--- config.mk ---
export PLATFORM = sky130hd
export DESIGN_NAME = mod_counter
export DESIGN_NICKNAME = d
export VERILOG_FILES = /design/src/rtl/mod_counter_pkg.sv /design/src/rtl/bin2bcd8.sv /design/src/rtl/mod_counter.sv
export SDC_FILE = /design/constraint.sdc
export NUM_CORES = 1
export LEC_CHECK = 0
export ABC_CLOCK_PERIOD_IN_PS = 2420
export CORE_MARGIN = 5
export CORE_UTILIZATION = 48
export CTS_BUF_LIST = sky130_fd_sc_hd__clkbuf_4
export CTS_CLUSTER_DIAMETER = 60
export DETAILED_ROUTE_END_ITERATION = 10
export GPL_TIMING_DRIVEN = 0
export PLACE_DENSITY_LB_ADDON = 0.2
export REMOVE_ABC_BUFFERS = 1
export SLEW_MARGIN = 10
export SYNTH_ARGS = -nofsm -noshare
export SYNTH_HDL_FRONTEND = slang
export SYNTH_SLANG_ARGS = --single-unit
--- constraint.sdc ---
create_clock -name clk_i -period 2.42 [get_ports clk_i]
set_input_delay 0.605 -clock clk_i [delete_from_list [all_inputs] [get_ports clk_i]]
set_output_delay 0.605 -clock clk_i [all_outputs]
set_load 0.01 [all_outputs]
--- src/rtl/mod_counter_pkg.sv ---
// Shared types and helpers for the modulo-N event counter.
// Holds the command decode used by mod_counter.
package mod_counter_pkg;

  typedef enum logic [1:0] {
    OP_HOLD,
    OP_INC,
    OP_DEC,
    OP_LOAD
  } cnt_op_e;

  localparam int BCD_W = 8;

  // Priority: load > single strobe; both strobes together cancel to hold.
  function automatic cnt_op_e decode_op(input logic load, input logic inc, input logic dec);
    if (load)
      return OP_LOAD;
    else if (inc && !dec)
      return OP_INC;
    else if (dec && !inc)
      return OP_DEC;
    else
      return OP_HOLD;
  endfunction

endpackage

--- src/rtl/bin2bcd8.sv ---
// Combinational 0..99 binary to two-digit BCD (tens:units) via double-dabble.
// Inputs above 99 are outside the supported range.
module bin2bcd8
  import mod_counter_pkg::*;
(
  input  logic [6:0]       bin_i,
  output logic [BCD_W-1:0] bcd_o
);

  logic [14:0] scratch;

  always_comb begin
    scratch = {8'd0, bin_i};
    for (int i = 0; i < 7; i++) begin
      if (scratch[10:7] >= 4'd5) scratch[10:7] = scratch[10:7] + 4'd3;
      if (scratch[14:11] >= 4'd5) scratch[14:11] = scratch[14:11] + 4'd3;
      scratch = {scratch[13:0], 1'b0};
    end
    bcd_o = scratch[14:7];
  end

endmodule

--- src/rtl/mod_counter.sv ---
// Modulo-N up/down event counter with registered carry/borrow/load-error pulses.
// Define MOD_COUNTER_BCD_EN to add the registered bcd_o display view.
module mod_counter
  import mod_counter_pkg::*;
#(
  parameter int MODULO = 60,
  parameter int WIDTH  = 6
) (
  input  logic             clk_i,
  input  logic             rst_i,
  input  logic             inc_i,
  input  logic             dec_i,
  input  logic             load_i,
  input  logic [WIDTH-1:0] load_val_i,
  output logic [WIDTH-1:0] count_o,
  output logic             carry_o,
  output logic             borrow_o,
  output logic             load_err_o
`ifdef MOD_COUNTER_BCD_EN
  ,
  output logic [BCD_W-1:0] bcd_o
`endif
);

  if (MODULO < 2 || MODULO > 256) begin : g_chk_range
    $error("mod_counter: MODULO must be within 2..256");
  end
  if (MODULO > (1 << WIDTH)) begin : g_chk_width
    $error("mod_counter: MODULO exceeds 2**WIDTH");
  end

  localparam logic [WIDTH:0] MOD_EXT = (WIDTH + 1)'(MODULO);
  localparam logic [WIDTH:0] MOD_M1  = (WIDTH + 1)'(MODULO - 1);

  cnt_op_e          op;
  logic [WIDTH:0]   count_ext;
  logic [WIDTH-1:0] count_q, count_d;
  logic             carry_q, carry_d;
  logic             borrow_q, borrow_d;
  logic             err_q, err_d;

  always_comb begin
    op        = decode_op(load_i, inc_i, dec_i);
    count_ext = {1'b0, count_q};
    count_d   = count_q;
    carry_d   = 1'b0;
    borrow_d  = 1'b0;
    err_d     = 1'b0;
    case (op)
      OP_LOAD: begin
        if ({1'b0, load_val_i} < MOD_EXT) begin
          count_d = load_val_i;
        end else begin
          count_d = MOD_M1[WIDTH-1:0];
          err_d   = 1'b1;
        end
      end
      OP_INC: begin
        if (count_ext == MOD_M1) begin
          count_d = '0;
          carry_d = 1'b1;
        end else begin
          count_d = WIDTH'(count_ext + 1'b1);
        end
      end
      OP_DEC: begin
        if (count_ext == '0) begin
          count_d  = MOD_M1[WIDTH-1:0];
          borrow_d = 1'b1;
        end else begin
          count_d = WIDTH'(count_ext - 1'b1);
        end
      end
      default: ;
    endcase
  end

  always_ff @(posedge clk_i) begin
    if (rst_i) begin
      count_q  <= '0;
      carry_q  <= 1'b0;
      borrow_q <= 1'b0;
      err_q    <= 1'b0;
    end else begin
      count_q  <= count_d;
      carry_q  <= carry_d;
      borrow_q <= borrow_d;
      err_q    <= err_d;
    end
  end

  assign count_o    = count_q;
  assign carry_o    = carry_q;
  assign borrow_o   = borrow_q;
  assign load_err_o = err_q;

`ifdef MOD_COUNTER_BCD_EN
  if (MODULO > 100) begin : g_chk_bcd
    $error("mod_counter: BCD view requires MODULO <= 100");
  end

  logic [BCD_W-1:0] bcd_d, bcd_q;

  // Converted from the next count so the BCD view updates on the same edge.
  bin2bcd8 u_bin2bcd8 (
    .bin_i(7'(count_d)),
    .bcd_o(bcd_d)
  );

  always_ff @(posedge clk_i) begin
    if (rst_i) bcd_q <= '0;
    else       bcd_q <= bcd_d;
  end

  assign bcd_o = bcd_q;
`endif

endmodule

# Word-level counts from Yosys, hierarchy flattened
# Cells that the tools add are included.
# W data, S select, Z words.
# totals
elab_cells	33
register_bits	9
# op_classes
magnitude_cmp	1
bitwise_logic	3
n_reduce_logical	9
n_addsub	2
eq_ne	4
muxes	10
# op_table
cell	count
$mux W6	3
$pmux W6 S3	1
$add A6 B1 Y6 const B	1
$eq A6 B6 Y1 const B	1
$logic_not A6 Y1	1
$lt A6 B6 Y1 const B	1
$mux W2	3
$reduce_or A2 Y1	3
$sub A6 B1 Y6 const B	1
$eq A2 B2 Y1 const B	2
$mux W1	3
$not A1 Y1	3
$reduce_bool A3 Y1	1
$eq A2 B1 Y1 const B	1
$logic_and A1 B1 Y1	2
$logic_not A1 Y1	2

# Longest topological paths before layout
# logic_depth
depth_word	8
mapped_depth	7
depth_no_buf	7

# Least setup slack after synthesis
# OpenSTA, ideal clock, no wires.
# synth_path
path_kind	in2reg
from	input port dec_i
to	register count_q[3], in the netlist count_o[3]
cell_stages	6
path_slack_ns	0.576
path_buffers	1
arrival_ns	1.756
setup_time_ns	0.088
path_cell_list	clkbuf_1 -> or3b_1 -> a211oi_1 -> a21oi_1 -> a21o_1 -> a311oi_2
# synth_via
elab_chain_cells	6
# synth_lines
element	line_no	text
from (decl)	mod_counter.sv:12	input logic dec_i,
$logic_and A1 B1 Y1 or $logic_not A1 Y1 (tied branches)	mod_counter_pkg.sv:20, mod_counter_pkg.sv:18	
$mux W2 or $logic_and A1 B1 Y1 (tied branches)	mod_counter_pkg.sv:20, mod_counter_pkg.sv:18	
$mux W2 *	mod_counter_pkg.sv:18	else if (inc && !dec)
$mux W2 *	mod_counter_pkg.sv:16	if (load)
$eq A2 B2 Y1 or $eq A2 B1 Y1 (tied branches)	mod_counter.sv:49	case (op)
$pmux W6 S3 or $reduce_bool A3 Y1 (tied branches)	--	
to (signal assigned)	mod_counter.sv:85	count_q <= count_d;
to (decl)	mod_counter.sv:37	logic [WIDTH-1:0] count_q, count_d;
# Mark *: on every way between the ends. The rest lies on a longest branch, timed or not.
# A chain may end at the register's enable or synchronous reset.

# Worst setup path after layout
# layout_path
from	input port load_i
to	register count_q[3], in the netlist count_o[3]
# layout_via
elab_chain_cells	3
# layout_lines
element	line_no	text
from (decl)	mod_counter.sv:13	input logic load_i,
$mux W2 *	mod_counter_pkg.sv:16	
$eq A2 B2 Y1 or $eq A2 B1 Y1 (tied branches)	mod_counter.sv:49	
$pmux W6 S3 or $reduce_bool A3 Y1 (tied branches)	--	
# Marked as above.

==> flow_metrics.py <==
metrics = {
    "critical_path": {
        "setup.worst_path.end_class": "register",
        "max_stage_delay_ps": 640,
        "cp.arrival_ps": 2440,
        "worst_setup_path_start_kind": "primary input",
        "path_class": "primary input to register",
        "crit_path_cell_trace": "clkdlybuf4s50_1 -> or3b_1 -> a211oi_1 -> a21oi_1 -> a21o_1 -> a311oi_2",
        "cp_num_buf_inv": 1,
        "critPathMaxFanout": 14,
        "cp.required_ps": 2590,
        "cp_top_family": "compound AO/OA/AOI/OAI gates",
        "cpMaxStageDelayCell": "clkdlybuf4s50_1",
    },
    "sta": {
        "max_freq_ghz": 0.4405,
        "fin_skew_ps": 2.164,
        "slew_headroom": 0.6819,
        "setup_violations": 0,
        "fin_crit_ps": 2270,
        "slew_viol_final": 0,
        "worstMarginPinSlew_ps": 471.2,
        "hold_viol_final": 0,
        "rsz0062_at_grt": "false",
        "holdWs_ps": 583.3,
        "min_period_over_period": 0.9380,
    },
    "detailed_routing": {
        "avgRoutedWirePerCell_um": 14.49,
        "wirelength_um": 1797,
        "drtAntennaViolNets": 0,
        "drtIter0Drc": 17,
        "num_vias": 751,
        "drc_errors": 0,
        "viasPerCell": 6.056,
        "dr.pass1.iters": 4,
    },
    "floorplan": {
        "initial_core_util": 0.5244,
        "io_pins": 20,
        "core_region_area_um2": 1334,
        "die_x_um": 48.17,
        "die_y_um": 48.17,
        "num_rows": 13,
        "dieArea_um2": 2320,
    },
    "finish": {
        "seq_area_um2": 180.2,
        "fin_nets": 123,
        "fill_cells": 123,
        "drive_gt1_frac": 0.06422,
        "diodes": 0,
        "multi_input_area_um2": 465.4,
        "fin_area_um2": 899.6,
        "area_delta_synth_final_pct": 28.62,
    },
    "synth": {
        "synthSimpleGateAreaFrac": 0.3166,
        "synth_edf_count": 0,
        "muxShareOfSynthArea": 0,
        "syn_area_um2": 699.4,
        "synth-async-reset-ratio": 0,
        "synth_top_area_frac": 0.2576,
        "synth_xor_area_frac": 0.03757,
        "syn_inst": 94,
        "seq_area_frac_synth": 0.2576,
        "ys_ff_latch": 9,
        "synth_warnings": 0,
        "avgSynthCellArea_um2": 7.441,
        "synth_compound_area_frac": 0.2755,
        "synthAdderAreaFrac": 0.03578,
        "synth_top_family_by_area": "simple AND/OR/NAND/NOR gates",
        "synth_top_area_cell": "dfxtp_1",
        "synthTopCellsByArea": "dfxtp_1 26%, o21ai_0 6.4%, a21oi_1 4.3%",
        "synth_flop_cell": "dfxtp_1",
        "synth_cell_types": 37,
    },
    "min_path": {
        "hold_path.class": "register to register",
    },
    "outcome": {
        "status": "finished clean",
    },
    "clocking": {
        "clkLatencyLatePin_ps": 260,
        "cts_resized": 0,
        "clock_sinks": 9,
        "cts_buffers": 3,
        "cts_tree": "done",
        "clk_pin_slew_ps": 60,
        "cts_hold_buffers": 0,
        "htreeDepth": 1,
        "cts_buffer_depth": 2,
        "root_buffer": "clkbuf_4",
        "post_cts_buffers": 0,
    },
    "global_route": {
        "grt_start_max_net_pins": 15,
        "grt_usage": 0.1737,
        "grt_use_met1": 0.2286,
        "grt_pass1_wl_um": 2725,
        "grt_use_met2": 0.2500,
        "grt_pass1_vias": 631,
        "grt-ovfl-total": 0,
        "antenna_found_initial": 0,
        "top_usage_layer": "met2",
        "grt_use_met3": 0.04428,
    },
    "placed_design": {
        "dpl_cell_area_um2": 869.6,
        "gp_congestion": 0.8459,
        "hpwl_um": 1275,
        "port_buffers": 19,
    },
    "pwr": {
        "p_leak_nw": 0.3535,
        "power_density_nw_per_um2": 496.3,
        "peakVddDrop_mv": 0.2784,
    },
    "run": {
        "drv_cap": 0,
    },
}
==> worst reg2reg max path, cell delays in order (launching register included) <==
cell and delay [ps]:
dfxtp_1 370, inv_1 90, ha_1 210, or3b_1 380, o311ai_0 440, o31ai_1 130
o21ai_0 170, a21oi_1 80
==> report_power, final <==
part | leakage (nW) | switching [mW] | internal [mW]
Combinational | 0.261 | 0.0611 | 0.0711
Sequential | 0.0740 | 0.0230 | 0.158
Clock | 0.0184 | 0.0579 | 0.0749
Total | 0.354 | 0.142 | 0.304
==> cells in the mapped netlist, types with 2 or more instances <==
library cell	instances
nor2b_1	2
nand2_1	6
clkbuf_1	6
and3_1	3
a21oi_1	6
ha_1	2
a211oi_1	2
or3_1	3
dfxtp_1	9
nand2b_1	2
xor2_1	3
a221oi_1	2
nor3_1	4
nor2_1	7
o21ai_0	9
or3b_1	2
inv_1	4
nand3_1	3
==> metal layers <==
metal	up-vias	wire (µm)	share of wire
met3	2	155	0.086
met1	350	786	0.44
met2	26	836	0.47
met5	-	0	0
li1	373	-	-
met4	0	19	0.011
==> placed cells by master (no fill, tap or decap), types with 2 or more instances in the layout <==
| cell type | count |
|---|---|
| and3_1 | 3 |
| nand2_1 | 6 |
| nand2b_1 | 2 |
| a221oi_1 | 2 |
| nor2_1 | 7 |
| clkbuf_4 | 4 |
| ha_1 | 2 |
| o21ai_0 | 9 |
| or3b_1 | 2 |
| xor2_1 | 3 |
| inv_1 | 4 |
| clkdlybuf4s50_1 | 19 |
| or3_1 | 3 |
| nor2b_1 | 2 |
| a21oi_1 | 6 |
| a211oi_1 | 2 |
| dfxtp_1 | 9 |
| nand3_1 | 3 |
| nor3_1 | 4 |
==> state kept, by name, indices dropped and copies added (netlist names) <==
name,count
borrow_o,1
carry_o,1
count_o,6
load_err_o,1
==> area by class of cell <==
| cell class | count | area share |
|---|---|---|
| multi-input cells | 73 | 0.5174 |
| repair buffers | 19 | 0.2114 |
| flip-flops and latches | 9 | 0.2003 |
| clock buffers | 4 | 0.03338 |
| well taps | 15 | 0.02086 |
| inverters | 4 | 0.01669 |
==> final timing paths <==
path / to / startpoint / depth (start not counted) / slack (ps)
hold reg to reg: count_o[0] / count_o[0] / 2 / 580
setup / recovery: count_o[3] / load_i / 6 / 150
setup reg to reg: count_o[2] / count_o[0] / 7 / 430
hold / removal: count_o[0] / count_o[0] / 2 / 580
==> per-stage QoR <==
stage | setup TNS, ps | setup slack [ps] | util | total power, mW | cells
global placement | -46.77 | -46.77 | 0.6520 | 0.3119 | 120
global route | 0 | 50.21 | 0.6745 | 0.4725 | 124
detailed placement | -101.7 | -101.7 | 0.6520 | 0.3147 | 120
floorplan | 0 | 616.5 | - | 0.2536 | 86
CTS | 0 | 179.9 | 0.6745 | 0.4516 | 124
finish | 0 | 150.1 | 0.6745 | 0.4465 | 124
==> cells by family after synthesis <==
group                    count (synthesis)
XOR/XNOR                                 3
flip-flops                               9
AND/OR/NAND/NOR                         39
AO/OA/AOI/OAI                           29
buffers and inverters                   12
adder cells (fa/ha/maj)                  2
Power figures use the tool's default switching activity.
==> RTL change 1, RTL diff (same flow settings) <==
`WIDTH`: 6 -> 8.
--- a/src/rtl/mod_counter.sv
+++ b/src/rtl/mod_counter.sv
@@ -6,3 +6,3 @@
   parameter int MODULO = 60,
-  parameter int WIDTH  = 6
+  parameter int WIDTH  = 8
 ) (
Ports: changed (resized count_o and load_val_i); port bits go from 20 to 24. The function was not compared with the original's and may differ.
==> RTL change 1 against the unedited design <==
Worst setup slack better by 0.083 ns. Utilization down 5.7 points. Sequential cell count up 2. Die area up 30%. Sequential power up 22%. Via count up 32%. Final area up 33%. Worst hold slack better by 0.031 ns. Clock skew down 0.0015 ns. Routed wire length up 38%. Area after synthesis up 39%. Total power up 20%. Critical path depth down 1. Highest routed layer is now met3.
==> RTL change 1: results (changes against the unedited design) <==
[metrics] placed wire-length estimate: 1.80 mm (+41%)
[metrics] net count of the finished layout: 153 (+24%)
[metrics] status: complete, no violations
[metrics] Max rail drop VDD: 0.320 mV (+15%)
[metrics] largest net degree at the start of global routing: 19 (+4)
[metrics] layout cell share with drive strength beyond 1: 0.110 (+0.0461)
[metrics] met2 wire length: 1.22 mm (+46%)
[metrics] leakage component of the power: 0.415 nW (+17%)
[metrics] crit path max fanout: 18 (+4)
[metrics] port buffer count: 23 (+4)
[metrics] flip-flop count of the largest register, all copies and words added: 8 (+2)
[metrics] detailed router's first-iteration violation count: 42 (+25)
[metrics] first-pass GRT wire length: 4.07 mm (+49%)
[metrics] wire length the detailed router placed on met1: 1.08 mm (+38%)
[metrics] total length of routed met3 wires: 186 um (+20%)
[metrics] endpoint of the worst setup timing path: count_o[5]
[metrics] GR met2 Demand/Resource: 0.311 (+0.0610)
[metrics] data required time at the worst endpoint: 2.56 ns (-0.03 ns)
[metrics] leading cell types by count after synthesis: 11 x sky130_fd_sc_hd__dfxtp_1, 10 x sky130_fd_sc_hd__nor2_1, 8 x sky130_fd_sc_hd__nand2_1
[metrics] Top Family by Delay on Critical Path: buffers and inverters
[metrics] Sw Share: 0.331 (+0.0130)
[metrics] capturing point of the worst reg2reg path: count_o[3]
[metrics] count of cells along the worst register-to-register path: 6 (-1)
[metrics] met3 routing resource usage after global routing: 0.0536 (+0.00934)
[metrics] met1 layer usage reported by global route: 0.225 (-0.00382)
[metrics] WL final: 2.49 mm (+38%)
[metrics] top routing layer in use: met3
[metrics] via count of the first global-routing pass: 935 (+48%)
[metrics] biggest area contributors in the synthesized netlist: sky130_fd_sc_hd__dfxtp_1 23%, sky130_fd_sc_hd__ha_1 3.9%, sky130_fd_sc_hd__nor2_1 3.9%
[metrics] Yosys cell types: 50 (+35%)
[metrics] Slowest-stage cell, CP: sky130_fd_sc_hd__clkdlybuf4s50_1
[metrics] placed cell areas: 0.00117 sq mm (+34%)
[metrics] global routing usage summed across all routing layers: 0.185 (+0.0118)
[metrics] final weighted congestion of routability-driven global placement: 0.875 (+3.4%)
[metrics] slew at the pin closest to its max-slew limit: 0.639 ns (+0.167 ns)
[metrics] number of antenna violations at the first check in global routing: 0 (unchanged)
[metrics] overall via count from detail_route: 988 (+32%)
[metrics] critical path's largest stage delay: 0.74 ns (+0.10 ns)
[RTL change 1: cell types whose count changed after synthesis, sizes merged, moves of 3 or more]
cell | unedited run | this run
mux2 | 0 | 3
nor4 | 0 | 3
buf | 2 | 7
xnor2 | 0 | 3
clkbuf | 6 | 2
nand2 | 6 | 9
nor3 | 4 | 8
nor2 | 7 | 10
a31oi | 1 | 5
o21ai | 9 | 5
[RTL change 1: cell type report]
type,count,area (sq um)
Timing Repair Buffer,23,230
Clock buffer,4,30.0
Sequential cell,11,220
Tap cell,27,33.8
Multi-Input combinational cell,95,673
Inverter,3,11.3
Fill cell,188,743
[RTL change 1: power by group through the flow]
stage	Clock [W]	Combinational, W	Sequential, W
final	0.000142	0.000173	0.000220
after global routing	0.000152	0.000190	0.000224
after CTS	0.000145	0.000172	0.000220
after detailed placement	0	0.000171	0.000224
after global placement	0	0.000170	0.000223
after floorplan	0	0.0000968	0.000224
[RTL change 1: worst min-delay path, delay by kind of cell, from the launching register on]
kind	cells	cell delay, ns
compound gates	1	0.08
flops	1	0.39
simple gates	1	0.09
[RTL change 1: cell families (layout without fill, tap and decap cells)]
| group | Yosys count | after routing | share of synthesized area |
|---|---|---|---|
| mux | 3 | 3 | 0.0348 |
| buf+inv | 12 | 30 | 0.0787 |
| compound gates | 31 | 31 | 0.227 |
| flops | 11 | 11 | 0.227 |
| fa+ha+maj | 3 | 3 | 0.0387 |
| xor+xnor | 4 | 4 | 0.0361 |
| simple gates | 54 | 54 | 0.357 |
[RTL change 1: per-stage QoR]
step                TNS [ns]  total power (W)  instances  worst slack, ns
detailed placement   -0.0126         0.000395        159          -0.0126
floorplan                  0         0.000320        109            0.693
finish                     0         0.000535        163            0.233
global placement     -0.0323         0.000394        159          -0.0323
CTS                        0         0.000538        163            0.233
global route               0         0.000565        163            0.124
==> RTL change 2, RTL diff (config.mk and constraints unchanged) <==
Made on the original files. Add an input register stage for `inc_i`, `dec_i`, `load_i` and `load_val_i`, without a reset; this delays them by one clock.
--- a/src/rtl/mod_counter.sv
+++ b/src/rtl/mod_counter.sv
@@ -24,2 +24,14 @@
 
+  logic inc_q;
+  logic dec_q;
+  logic load_q;
+  logic [WIDTH-1:0] load_val_q;
+
+  always_ff @(posedge clk_i) begin
+    inc_q      <= inc_i;
+    dec_q      <= dec_i;
+    load_q     <= load_i;
+    load_val_q <= load_val_i;
+  end
+
   if (MODULO < 2 || MODULO > 256) begin : g_chk_range
@@ -42,3 +54,3 @@
   always_comb begin
-    op        = decode_op(load_i, inc_i, dec_i);
+    op        = decode_op(load_q, inc_q, dec_q);
     count_ext = {1'b0, count_q};
@@ -50,4 +62,4 @@
       OP_LOAD: begin
-        if ({1'b0, load_val_i} < MOD_EXT) begin
-          count_d = load_val_i;
+        if ({1'b0, load_val_q} < MOD_EXT) begin
+          count_d = load_val_q;
         end else begin
Check against the original RTL: not equivalent (a bounded check fails within 4 cycles, from zero or initial values and one cycle with rst_i high).
==> RTL change 2 against the unedited design <==
Clock skew fell by 0.0015 ns. Area after synthesis rose by 35%. Total power rose by 41%. Worst setup slack improved by 0.20 ns. Via count rose by 5.9%. Final area rose by 24%. Critical path depth fell by 5. Die area rose by 27%. Routed wire length rose by 8.5%. Sequential cell count rose by 9. Worst hold slack got worse by 0.12 ns. Critical endpoint is now count_o[5]. Largest cell class unchanged. Highest routed layer unchanged.
==> RTL change 2: results (changes against the unedited design) <==
[metrics] status: complete, no violations
[metrics] total length of routed met3 wires: 104 um (-33%)
[metrics] arrival time reported for the critical path endpoint: 1.47 ns (-0.97 ns)
[metrics] endpoint of the worst setup timing path: count_o[5]
[metrics] Int Pwr: 0.000447 W (+47%)
[metrics] average footprint of a synthesized cell: 9.34 sq um (+26%)
[metrics] net switching power: 0.000180 W (+27%)
[metrics] Top Family by Delay on Critical Path: buffers and inverters
[metrics] Hold Startpoint: load_val_q[1]
[metrics] first-pass GRT wire length: 3.22 mm (+18%)
[metrics] power attributed to the clock group: 0.000144 W (+8%)
[metrics] worst slack at placement: 0.621 ns (+0.723 ns)
[metrics] register area: 360 sq um (+100%)
[metrics] overall via count from detail_route: 795 (+5.9%)
[metrics] detailed router's first-iteration violation count: 20 (+3)
[metrics] multi-input combinational cell count: 68 (-6.8%)
[metrics] met2 wire length: 904 um (+8.1%)
[metrics] Max rail drop VDD: 0.368 mV (+32%)
[metrics] Seq/Total Area, Yosys: 0.382 (+0.124)
[metrics] biggest area contributors in the synthesized netlist: sky130_fd_sc_hd__dfxtp_1 38%, sky130_fd_sc_hd__buf_6 4.8%, sky130_fd_sc_hd__nor2_1 3.6%
[metrics] Final clock-cell share: 0.0202 (-0.0132)
[metrics] GR met2 Demand/Resource: 0.245 (-0.00498)
[metrics] non-filler instance count after layout: 143 (+15%)
[metrics] inverter count: 8 (+4)
[metrics] critical path startpoint: count_o[5]
[metrics] largest net degree at the start of global routing: 13 (-2)
[metrics] slew at the pin closest to its max-slew limit: 0.433 ns (-0.0382 ns)
[metrics] Util after Layout: 0.581 (-0.0931)
[metrics] share of power burned in registers: 0.553 (+0.147)
[metrics] met3 routing resource usage after global routing: 0.0381 (-0.00613)
[metrics] count of standard-cell rows: 16 (+3)
[metrics] final weighted congestion of routability-driven global placement: 0.853 (+0.82%)
[metrics] wire length the detailed router placed on met1: 897 um (+14%)
[metrics] met1 layer usage reported by global route: 0.185 (-0.0441)
[metrics] global routing usage summed across all routing layers: 0.153 (-0.0207)
[metrics] final routed wire length divided by cell count: 13.6 um (-5.9%)
==> RTL change 2: cell count changes after synthesis, moves of 3 or more <==
cell                       unedited run  this run
sky130_fd_sc_hd__dfxtp_1              9        18
sky130_fd_sc_hd__buf_6                1         4
sky130_fd_sc_hd__inv_1                4         7
sky130_fd_sc_hd__nor3_1               4         1
sky130_fd_sc_hd__or3_1                3         0
sky130_fd_sc_hd__nand2_1              6         3
sky130_fd_sc_hd__o21ai_0              9         2
sky130_fd_sc_hd__o21ai_1              0         3
sky130_fd_sc_hd__clkbuf_1             6         0
==> RTL change 2: cell families (layout without fill, tap and decap cells) <==
family | count (synthesis) | in the layout | share of synthesized area
buffers and inverters | 15 | 30 | 0.109
flip-flops | 18 | 18 | 0.382
multiplexers | 1 | 1 | 0.0106
adder cells (fa/ha/maj) | 2 | 2 | 0.0265
AND/OR/NAND/NOR | 33 | 33 | 0.223
XOR/XNOR | 2 | 2 | 0.0186
AO/OA/AOI/OAI | 30 | 30 | 0.231
